File: src/rtl/jkc_pkg.sv
// Shared definitions for the JK-cell modulo counter: JK excitation codes and
// the JK next-state rule.
package jkc_pkg;

    localparam logic [1:0] JK_HOLD   = 2'b00;
    localparam logic [1:0] JK_CLEAR  = 2'b01;
    localparam logic [1:0] JK_SET    = 2'b10;
    localparam logic [1:0] JK_TOGGLE = 2'b11;

    // Next state of one JK cell given its current state and {J,K}.
    function automatic logic jk_next(input logic q, input logic [1:0] jk);
        logic nq;
        unique case (jk)
            JK_HOLD:   nq = q;
            JK_CLEAR:  nq = 1'b0;
            JK_SET:    nq = 1'b1;
            default:   nq = ~q;
        endcase
        return nq;
    endfunction

endpackage

File: src/rtl/jk_cell.sv
// Single JK flip-flop cell with asynchronous active-high reset to 0.
module jk_cell
    import jkc_pkg::*;
(
    input  logic CLK,
    input  logic RESET,
    input  logic J,
    input  logic K,
    output logic Q
);

    // State update: reset clears, otherwise apply the JK rule.
    always_ff @(posedge CLK or posedge RESET) begin
        if (RESET) begin
            Q <= 1'b0;
        end else begin
            Q <= jk_next(Q, {J, K});
        end
    end

endmodule

File: src/rtl/jk_mod_counter.sv
// Modulo-MOD up/down counter built from JK cells. The top level holds only the
// excitation logic, the terminal-count flag and the registered wrap pulse.
// Optional parallel load is enabled by defining JKC_PARALLEL_LOAD_EN.
module jk_mod_counter
    import jkc_pkg::*;
#(
    parameter int unsigned WIDTH = 4,
    parameter int unsigned MOD   = 16
) (
    input  logic             CLK,
    input  logic             RESET,
    input  logic             EN,
    input  logic             UP,
`ifdef JKC_PARALLEL_LOAD_EN
    input  logic             LOAD,
    input  logic [WIDTH-1:0] D,
`endif
    output logic [WIDTH-1:0] Q,
    output logic             TC,
    output logic             WRAP
);

    localparam logic [WIDTH-1:0] QMAX = WIDTH'(MOD - 1);

    logic             load;
    logic [WIDTH-1:0] load_data;

`ifdef JKC_PARALLEL_LOAD_EN
    assign load      = LOAD;
    assign load_data = D;
`else
    assign load      = 1'b0;
    assign load_data = '0;
`endif

    logic [WIDTH-1:0]      up_t;
    logic [WIDTH-1:0]      dn_t;
    logic [WIDTH-1:0][1:0] jk;

    // Toggle enables: bit i toggles when all lower bits are 1 (up) or 0 (down).
    always_comb begin
        logic cu;
        logic cd;
        cu = 1'b1;
        cd = 1'b1;
        for (int i = 0; i < int'(WIDTH); i++) begin
            up_t[i] = cu;
            dn_t[i] = cd;
            cu      = cu & Q[i];
            cd      = cd & ~Q[i];
        end
    end

    // Per-cell JK excitation; Q >= QMAX going up covers illegal states too.
    always_comb begin
        for (int i = 0; i < int'(WIDTH); i++) begin
            jk[i] = JK_HOLD;
        end
        if (load) begin
            for (int i = 0; i < int'(WIDTH); i++) begin
                jk[i] = load_data[i] ? JK_SET : JK_CLEAR;
            end
        end else if (EN) begin
            if (UP) begin
                if (Q >= QMAX) begin
                    for (int i = 0; i < int'(WIDTH); i++) begin
                        jk[i] = Q[i] ? JK_CLEAR : JK_HOLD;
                    end
                end else begin
                    for (int i = 0; i < int'(WIDTH); i++) begin
                        jk[i] = up_t[i] ? JK_TOGGLE : JK_HOLD;
                    end
                end
            end else begin
                if (Q == '0) begin
                    for (int i = 0; i < int'(WIDTH); i++) begin
                        jk[i] = QMAX[i] ? JK_SET : JK_HOLD;
                    end
                end else begin
                    for (int i = 0; i < int'(WIDTH); i++) begin
                        jk[i] = dn_t[i] ? JK_TOGGLE : JK_HOLD;
                    end
                end
            end
        end
    end

    for (genvar g = 0; g < int'(WIDTH); g++) begin : g_cell
        jk_cell u_cell (
            .CLK   (CLK),
            .RESET (RESET),
            .J     (jk[g][1]),
            .K     (jk[g][0]),
            .Q     (Q[g])
        );
    end

    assign TC = EN & ~load & ((UP & (Q == QMAX)) | (~UP & (Q == '0)));

    // Wrap pulse: registered copy of TC, so it is high the cycle after a wrap.
    always_ff @(posedge CLK or posedge RESET) begin
        if (RESET) begin
            WRAP <= 1'b0;
        end else begin
            WRAP <= TC;
        end
    end

endmodule

File: config.mk
export PLATFORM = sky130hd
export DESIGN_NAME = jk_mod_counter
export DESIGN_NICKNAME = d
export VERILOG_FILES = /design/src/rtl/jkc_pkg.sv /design/src/rtl/jk_cell.sv /design/src/rtl/jk_mod_counter.sv
export SDC_FILE = /design/constraint.sdc
export NUM_CORES = 1
export LEC_CHECK = 0
export ABC_AREA = 1
export BUFFER_PORTS_ARGS = -buffer_cell sky130_fd_sc_hd__buf_2
export CORE_MARGIN = 2
export CORE_UTILIZATION = 40
export DETAILED_ROUTE_END_ITERATION = 8
export PLACE_DENSITY = 0.75
export REMOVE_ABC_BUFFERS = 1
export SLEW_MARGIN = 20
export SYNTH_ARGS = -nofsm -noshare
export SYNTH_HDL_FRONTEND = slang
export SYNTH_HIERARCHICAL = 1
export SYNTH_SLANG_ARGS = --single-unit
File: constraint.sdc
create_clock -name CLK -period 1.55 [get_ports CLK]
set_clock_uncertainty 0.1 [all_clocks]
set_input_delay 0.0775 -clock CLK [delete_from_list [all_inputs] [get_ports CLK]]
set_output_delay 0.0775 -clock CLK [all_outputs]
set_load 0.005 [all_outputs]
==> results.txt, run 1 <==
For the summed area of non-filler cells in the final layout, the log shows 896 um2. Yosys printed 6 warnings. The fraction of layout cells with a size suffix above 1 was 47.2%; the synthesized flop and latch total was 5.

The longest clock path from root to sink contains 2 buffers. The peak fanout along the critical path is 6, and the number of top-level design ports is 10. The congestion estimate from routability-driven global placement came to 0.911. The tightest min-delay check is of the in2reg type. The setup violation total in the final timing report was 5; the width of the chip was 41.8 um. The number of nets with antenna violations after detailed routing was 0. The number of detailed-routing iterations run before antenna repair is 4, and the average vias per placed instance is 4.58. Across the run, the number of max-cap violations was 0. For the initial cell density of the core, the log shows 43.4%. The run finished, with violations left.

The number of antenna diodes in the final layout is 0. For this block, the via count after detailed routing is 632. TritonCTS built the clock tree.

In this run, the number of DRC markers left after iteration 0 of detailed routing was 3. The logs give 21.9% for the post-synthesis sequential area ratio and 884 um for the half-perimeter wire length after placement. Of the total power, the share spent switching nets is 46.4%. Layout net count: 136.

Cell internal power was estimated by the tool at 699 uW. The checks that failed: negative setup slack. Summed over all nets, the switching power comes to 604 uW.

The standard cell area after detailed placement was 696 um2. The tools report the pin count of the biggest net entering global routing as 7. The number of distinct library cells after synthesis was 14; the number of remaining DRC errors was 0. The tools report the wire length of the first global-routing pass as 2.59 mm.

The launching element type of the critical path was a flop. Hold is met by 0.0867 ns. The total wirelength of the detailed-routed design was 1.48 mm.

The clock-pin transition on the worst setup and hold timing paths was 0.05 ns. The die is 41.8 um tall. The worst register-to-register path begins at g_cell[0].u_cell/Q.

The clock sink count was 5; the all-layer global routing usage was 19.4%. After layout, the worst path uses 103% of the clock period. Setup repair after global routing could not meet its margin everywhere.

Based on the critical path, the design can be clocked at up to 624 MHz. The portion of total power attributed to combinational logic came out at 64.2%. Synthesis handed over a netlist of 96 instances.

In the final routed layout, each cell accounts on average for 10.7 um. The most critical setup path has its startpoint at g_cell[0].u_cell/Q. The final worst slack was -0.0519 ns. The clock network burns 13.6% of the power.

Clock latency on the worst-skew pair, taken at its later pin, is 0.27 ns. Type of the worst setup path: reg2reg. The core outline area is 0.00132 mm2. Startpoint of the tightest hold check path: EN. Power spread over the standard cell area amounts to 1450 mW/mm2. The worst setup path is captured at a flop.

The logs give 0.00175 mm2 for the die outline area and 3 for the total clock buffers created by CTS. For the leakage power, the log shows 0.000504 uW. The area added between synthesis and finish was 56.7%.

The relative max-transition margin is 85.1%, and the average instance area after synthesis is 5.96 um2. The run gives 1.60 ns as the data required time at the worst endpoint. The logs give 630 for the via count of the first global-routing pass and 0 for the number of failing hold endpoints at the final stage.

Across all register-to-register paths, the minimum setup slack is -0.05 ns. The maximum level of the CTS H-tree is 1. The arrival time at the worst endpoint came out at 1.65 ns. The tools report the worst IR drop on VDD as 0.976 mV.

In this run, flip-flops and latches consume 22.2% of the power. The number of slew-limit violations in the final report was 0; the number of filler instances in the final layout was 104. The smallest clock period supported by the final layout is computed as 1.60 ns.

The run gives 0 as the global route total overflow. The initial antenna violation count came out at 0. The count of standard-cell rows was 13. Transition at the pin with the smallest max-transition slack: 0.223 ns. Buffers placed on the I/O ports in this run total 9. After synthesis the cells add up to 572 um2. Clock tree synthesis selected as its root buffer the cell sky130_fd_sc_hd__clkbuf_4.
==> power by group through the flow <==
stage	Clock [uW]	Sequential [uW]	Combinational, uW
2_1_floorplan	0	264	355
3_3_place_gp	0	248	572
3_5_place_dp	0	251	589
4_1_cts	159	271	766
5_1_grt	193	300	958
6_report	177	289	836
==> worst max-delay path, cell delays in order (launching register included) <==
cell,delay (ns)
sky130_fd_sc_hd__dfrtp_2,0.46
sky130_fd_sc_hd__nand2_2,0.11
sky130_fd_sc_hd__inv_1,0.06
sky130_fd_sc_hd__nand2_2,0.09
sky130_fd_sc_hd__nand2_2,0.07
sky130_fd_sc_hd__inv_2,0.06
sky130_fd_sc_hd__inv_1,0.03
sky130_fd_sc_hd__ha_1,0.30
sky130_fd_sc_hd__inv_1,0.06
sky130_fd_sc_hd__nand2_1,0.04
sky130_fd_sc_hd__nand3_1,0.07
sky130_fd_sc_hd__nand2_1,0.05
==> cell usage in the layout, fill, tap and decap left out <==
master                          Yosys  routed
sky130_fd_sc_hd__ha_4               0       3
sky130_fd_sc_hd__a21oi_1            3       2
sky130_fd_sc_hd__nand2_2            1       7
sky130_fd_sc_hd__buf_2              0       9
sky130_fd_sc_hd__a21oi_2            1       1
sky130_fd_sc_hd__ha_2               0       1
sky130_fd_sc_hd__nor3_4             0       1
sky130_fd_sc_hd__inv_1             32      27
sky130_fd_sc_hd__nand3_1            8       7
sky130_fd_sc_hd__dfrtp_1            5       1
sky130_fd_sc_hd__ha_1               8       4
sky130_fd_sc_hd__nor2_2             1       4
sky130_fd_sc_hd__clkbuf_4           0       3
sky130_fd_sc_hd__dlygate4sd3_1      0       1
sky130_fd_sc_hd__clkbuf_1           0       1
sky130_fd_sc_hd__o21ai_4            0       1
sky130_fd_sc_hd__nor2_4             1       2
sky130_fd_sc_hd__a21oi_4            0       1
sky130_fd_sc_hd__buf_6              0       2
sky130_fd_sc_hd__nor2_1             5       1
sky130_fd_sc_hd__nor3_2             0       1
sky130_fd_sc_hd__nand2_1           27      21
sky130_fd_sc_hd__nand3_2            0       1
sky130_fd_sc_hd__dfrtp_2            0       4
sky130_fd_sc_hd__inv_2              1       6
sky130_fd_sc_hd__buf_4              0      11
==> registers in the layout, summed over array words and instances, names as in the netlist <==
signal / cells
g_cell.u_cell/Q: 4
WRAP: 1
==> repair_timing <==
action	4_1_cts	5_1_grt
pin swaps	14	5
resized for setup	24	10
cloned	0	0
hold buffers	1	0
setup endpoints to repair	5	5
hold endpoints to repair	5	0
buffers inserted	5	0
==> metrics by stage <==
step                utilization [%]  worst slack (ns)  TNS (ns)  power [uW]  std cells
floorplan                         -            -0.112    -0.256         619         96
global placement               52.8            -0.133    -0.321         820        128
detailed placement             52.8            -0.178    -0.494         840        128
CTS                            65.3           -0.0732   -0.0960        1200        138
global route                   68.0            -0.173    -0.746        1450        138
finish                         68.0           -0.0519    -0.209        1300        138
==> layout make-up <==
cell class	count	area (um2)	area share (%)
clock buffers	4	26.3	2.93
flip-flops and latches	5	130	14.5
repair buffers	23	160	17.9
multi-input cells	58	437	48.7
well taps	15	18.8	2.09
inverters	33	124	13.8
==> synth_stat cells <==
cell	number	area, um2
sky130_fd_sc_hd__nand3_1	8	40.0
sky130_fd_sc_hd__inv_2	1	3.75
sky130_fd_sc_hd__nor2_4	1	11.3
sky130_fd_sc_hd__dfrtp_1	5	125
sky130_fd_sc_hd__nand2_2	1	6.26
sky130_fd_sc_hd__nor2_2	1	6.26
sky130_fd_sc_hd__nor2_1	5	18.8
sky130_fd_sc_hd__nand2_1	27	101
sky130_fd_sc_hd__o21ai_1	1	5.00
sky130_fd_sc_hd__inv_1	32	120
sky130_fd_sc_hd__a21oi_1	3	15.0
sky130_fd_sc_hd__a21oi_2	1	8.76
sky130_fd_sc_hd__ha_1	8	100
sky130_fd_sc_hd__nor3_1	2	10.0
==> metal layers <==
layer / wire length, um / global-route usage, %
met5: 0 / 0
met4: 68 / 14.8
met3: 69 / 5.22
met2: 675 / 30.9
met1: 666 / 21.6
==> cell families (layout without fill, tap and decap cells) <==
logic type	count (synthesis)	count (layout)	share of synthesized area, %
AO/OA/AOI/OAI	5	5	5.03
AND/OR/NAND/NOR	45	45	33.9
adder cells (fa/ha/maj)	8	8	17.5
flip-flops	5	5	21.9
buffers and inverters	33	60	21.7
==> worst paths after layout <==
check | endpoint | depth (start not counted)
hold reg to reg | g_cell[3].u_cell/Q | 3
max in group asynchronous | g_cell[1].u_cell/Q | 3
setup reg to reg | g_cell[0].u_cell/Q | 11
hold / removal | WRAP | 3
setup / recovery | g_cell[0].u_cell/Q | 11
min in group asynchronous | g_cell[2].u_cell/Q | 3
(Power assumes the default switching activity.)
==> run 2: changes to the inputs <==
--- a/config.mk
+++ b/config.mk
@@ -6,11 +6,11 @@
 export NUM_CORES = 1
 export LEC_CHECK = 0
 export ABC_AREA = 1
-export BUFFER_PORTS_ARGS = -buffer_cell sky130_fd_sc_hd__buf_2
-export CORE_MARGIN = 2
-export CORE_UTILIZATION = 40
+export CORE_AREA = 2 2 39 41
 export DETAILED_ROUTE_END_ITERATION = 8
-export PLACE_DENSITY = 0.75
+export DIE_AREA = 0 0 41 43
+export DONT_BUFFER_PORTS = 1
+export PLACE_DENSITY = 0.72
 export REMOVE_ABC_BUFFERS = 1
 export SLEW_MARGIN = 20
 export SYNTH_ARGS = -nofsm -noshare
==> run 2 against run 1 <==
  * The run still ends with negative setup slack left
  * Hold slack lost 0.0015 ns
  * Count of clock-buffer cells in the layout unchanged
  * Sequential cell count stayed put
  * First-iteration DRC count grew to 4.3 times the previous value
  * Die area up 0.85%
  * Critical path type unchanged
  * Critical endpoint is now g_cell[3].u_cell/Q
  * Largest cell class unchanged
==> results.txt, run 2 (synthesis results as in run 1) <==
The stage delay of the slowest cell on the critical path was 0.44 ns (-0.02 ns); the final routed wire length divided by cell count was 11.8 um (+9.8%). For the core outline area, the log shows 0.00138 mm2 (+5.0%). The run gives 113 (+8.7%) as the number of filler instances in the final layout. The tools report the final instance count without filler cells as 136 (-1.4%). Number of slew-limit violations in the final report: 0 (unchanged). The switching share of total power was 46.2% (-0.14 points); the fraction of layout cells with a size suffix above 1 was 51.7% (+4.5 points). The count of placed standard cells including taps was 125 (-2.3%); the chip height was 43 um (+2.8%). For the fmax, the log shows 600 MHz (-3.9%). Share of the cycle needed by the critical path after routing: 108% (+4.2 points). The total net switching power was 619 uW (+2.6%); the via count of the first global-routing pass was 616 (-2.2%). The run gives 7 (+3) as the number of detailed-routing iterations run before antenna repair. TritonCTS built the clock tree. The checks that failed: negative setup slack. The number of vias in the routed layout was 649 (+2.7%); the count of buffer and inverter cells on the critical path was 3 (-1). Compared with the post-synthesis result, the final layout area differs by 65.6%.

The average vias per placed instance works out to 4.77 (+4.2%). The number of DRC violations after detailed-routing iteration 0 came out at 13 (+10). The run gives 84.3% (-0.77 points) as the relative max-transition margin. The logs give 0.691 mV (-29%) for the worst IR drop on VDD and -0.196 ns (-0.0177 ns) for the worst slack after detailed placement. The half-perimeter wire length after placement was 953 um (+7.7%).

The run gives 10 (unchanged) as the number of top-level design ports. The tools report the launching element type of the critical path as a flop. Setup repair after global routing could not meet its margin everywhere. The initial antenna violation count was 0 (unchanged); the utilization after layout was 68.4% (+0.45 points). For the arrival time at the worst endpoint, the log shows 1.71 ns (+0.06 ns). The run finished, with violations left.

The library cells used most frequently in the layout, excluding fill and tap cells, are sky130_fd_sc_hd__inv_1 (24), sky130_fd_sc_hd__nand2_1 (20), sky130_fd_sc_hd__buf_4 (16). More flip-flops sit in one register than any other, and that register is g_cell.u_cell/Q. The all-layer global routing usage was 18.8% (-0.63 points).

The kind of cell with the highest combined delay on the critical path was simple AND/OR/NAND/NOR gates. The data required time at the worst endpoint is 1.59 ns (about the same). The buffer levels on the longest clock path came out at 2 (unchanged). The tools report the met1 usage in global routing as 20.2% (-1.4 points). The internal power consumption came out at 721 uW (+3.1%). Setup violation total in the final timing report: 5 (unchanged). The initial cell density of the core came out at 41.3% (-2.1 points). The power density over the cells was 1410 mW/mm2 (-2.7%). The global route total overflow was 0 (unchanged); the width of the chip was 41 um (-1.9%). The clock-pin transition on the worst setup and hold timing paths was 0.05 ns (about the same).

The die outline area came out at 0.00176 mm2 (+0.85%). Type of the worst setup path: reg2reg. The final weighted congestion in routability-driven placement is 0.754 (-17%). Portion of total power attributed to combinational logic: 68.1% (+3.9 points). Number of failing hold endpoints at the final stage: 0 (unchanged).

The tools report the wire length of the first global-routing pass as 2.26 mm (-13%). The final antenna diode count is 0 (unchanged). The clock period minus worst slack was 1.67 ns (+0.0651 ns); the final worst slack was -0.117 ns (-0.0651 ns).

The largest registers in the layout are g_cell.u_cell/Q x4, WRAP x1. The total wirelength of the detailed-routed design is 1.60 mm (+8.2%), and the pin count of the biggest net entering global routing is 7 (unchanged). Path category of the worst min-delay check: in2reg.

The number of nets with antenna violations after detailed routing is 0 (unchanged). Max-capacitance violation count: 0 (unchanged). The quantity of I/O buffers inserted on ports works out to 0 (-9). The clock tree root buffer cell was sky130_fd_sc_hd__clkbuf_4. The flip-flop count of the largest register, all copies and words added was 4 (unchanged); the clock sink count was 5 (unchanged).

For the met3 track utilization from global routing, the log shows 2.09% (-3.1 points). The tools report the maximum level of the CTS H-tree as 1 (unchanged). The tools report the part of the total power dissipated in the clock network as 12.0% (-1.6 points). After global routing, the most crowded layer is met2.

The total clock buffers created by CTS was 3 (unchanged). The worst setup path is captured at a flop. The peak fanout along the critical path was 5 (-1); the transition at the pin with the smallest max-transition slack was 0.235 ns (+0.0117 ns). The later-pin clock latency in the skew report was 0.25 ns (-0.02 ns).

The library cell used most frequently in the layout, excluding fill and tap cells, is sky130_fd_sc_hd__inv_1. The sequential share of power is 19.9% (-2.3 points), and the leakage power is 0.000499 uW (-0.88%). The layout net count was 133 (-2.2%). For the number of remaining DRC errors, the log shows 0 (unchanged).

The global-route met2 utilization was 31.9% (+0.94 points). The cell with the largest stage delay on the worst path was sky130_fd_sc_hd__dfrtp_2. Count of standard-cell rows: 14 (+1). The critical path goes through nor2_4 -> nand3_1 -> a21oi_2 -> inv_2 -> buf_6 -> ha_4 -> inv_1 -> nand2_2 -> nand3_2 -> nand2_1.
run 2: layout make-up:
type	count	area (um2)	area share, %
Tap cell	16	20.0	2.11
Clock buffer	4	26.3	2.77
Multi-Input combinational cell	58	487	51.4
Inverter	33	124	13.1
Timing Repair Buffer	20	163	17.2
Sequential cell	5	128	13.5
run 2: timing repair:
item                                    4_1_cts  5_1_grt
setup buffers                                 4        2
pin swaps                                    11       23
gates resized for setup                      21       23
endpoints found under the setup margin        4        5
endpoints found under the hold margin         6        0
hold buffers                                  2        0
run 2: layer usage:
| metal | share of wire (%) | wire, um |
|---|---|---|
| met5 | 0 | 0 |
| met4 | 1.7 | 27 |
| met3 | 4.6 | 73 |
| met2 | 54 | 867 |
| met1 | 39 | 631 |
run 2: per-stage QoR:
stage	hold slack (ns)	cell area, um2	TNS, ns	total power [uW]
3_5_place_dp	-0.291	689	-0.504	849
5_1_grt	0.114	947	-0.714	1460
3_3_place_gp	-0.293	689	-0.340	822
6_report	0.0852	947	-0.354	1340
2_1_floorplan	-0.294	572	-0.256	619
4_1_cts	0.106	865	-0.243	1180
run 2: tightest hold or removal path: stages:
cell and delay, ns:
sky130_fd_sc_hd__inv_2 0.06, sky130_fd_sc_hd__nand3_2 0.09, sky130_fd_sc_hd__buf_4 0.11, sky130_fd_sc_hd__a21oi_4 0.05
run 2: power groups by stage:
stage	clock network, uW	logic, uW	registers [uW]
3_3_place_gp	0	577	245
5_1_grt	172	1020	273
3_5_place_dp	0	601	247
4_1_cts	163	753	264
2_1_floorplan	0	355	264
6_report	161	912	266
run 2: final timing paths:
check / startpoint / slack [ns] / endpoint / cells past startpoint
max: g_cell[1].u_cell/Q / -0.12 / g_cell[3].u_cell/Q / 10
min: UP / 0.09 / WRAP / 4
max reg2reg: g_cell[1].u_cell/Q / -0.12 / g_cell[3].u_cell/Q / 10
min reg2reg: g_cell[2].u_cell/Q / 0.57 / g_cell[2].u_cell/Q / 3
max in group asynchronous: RESET / 1.11 / g_cell[0].u_cell/Q / 2
min in group asynchronous: RESET / 0.13 / WRAP / 2
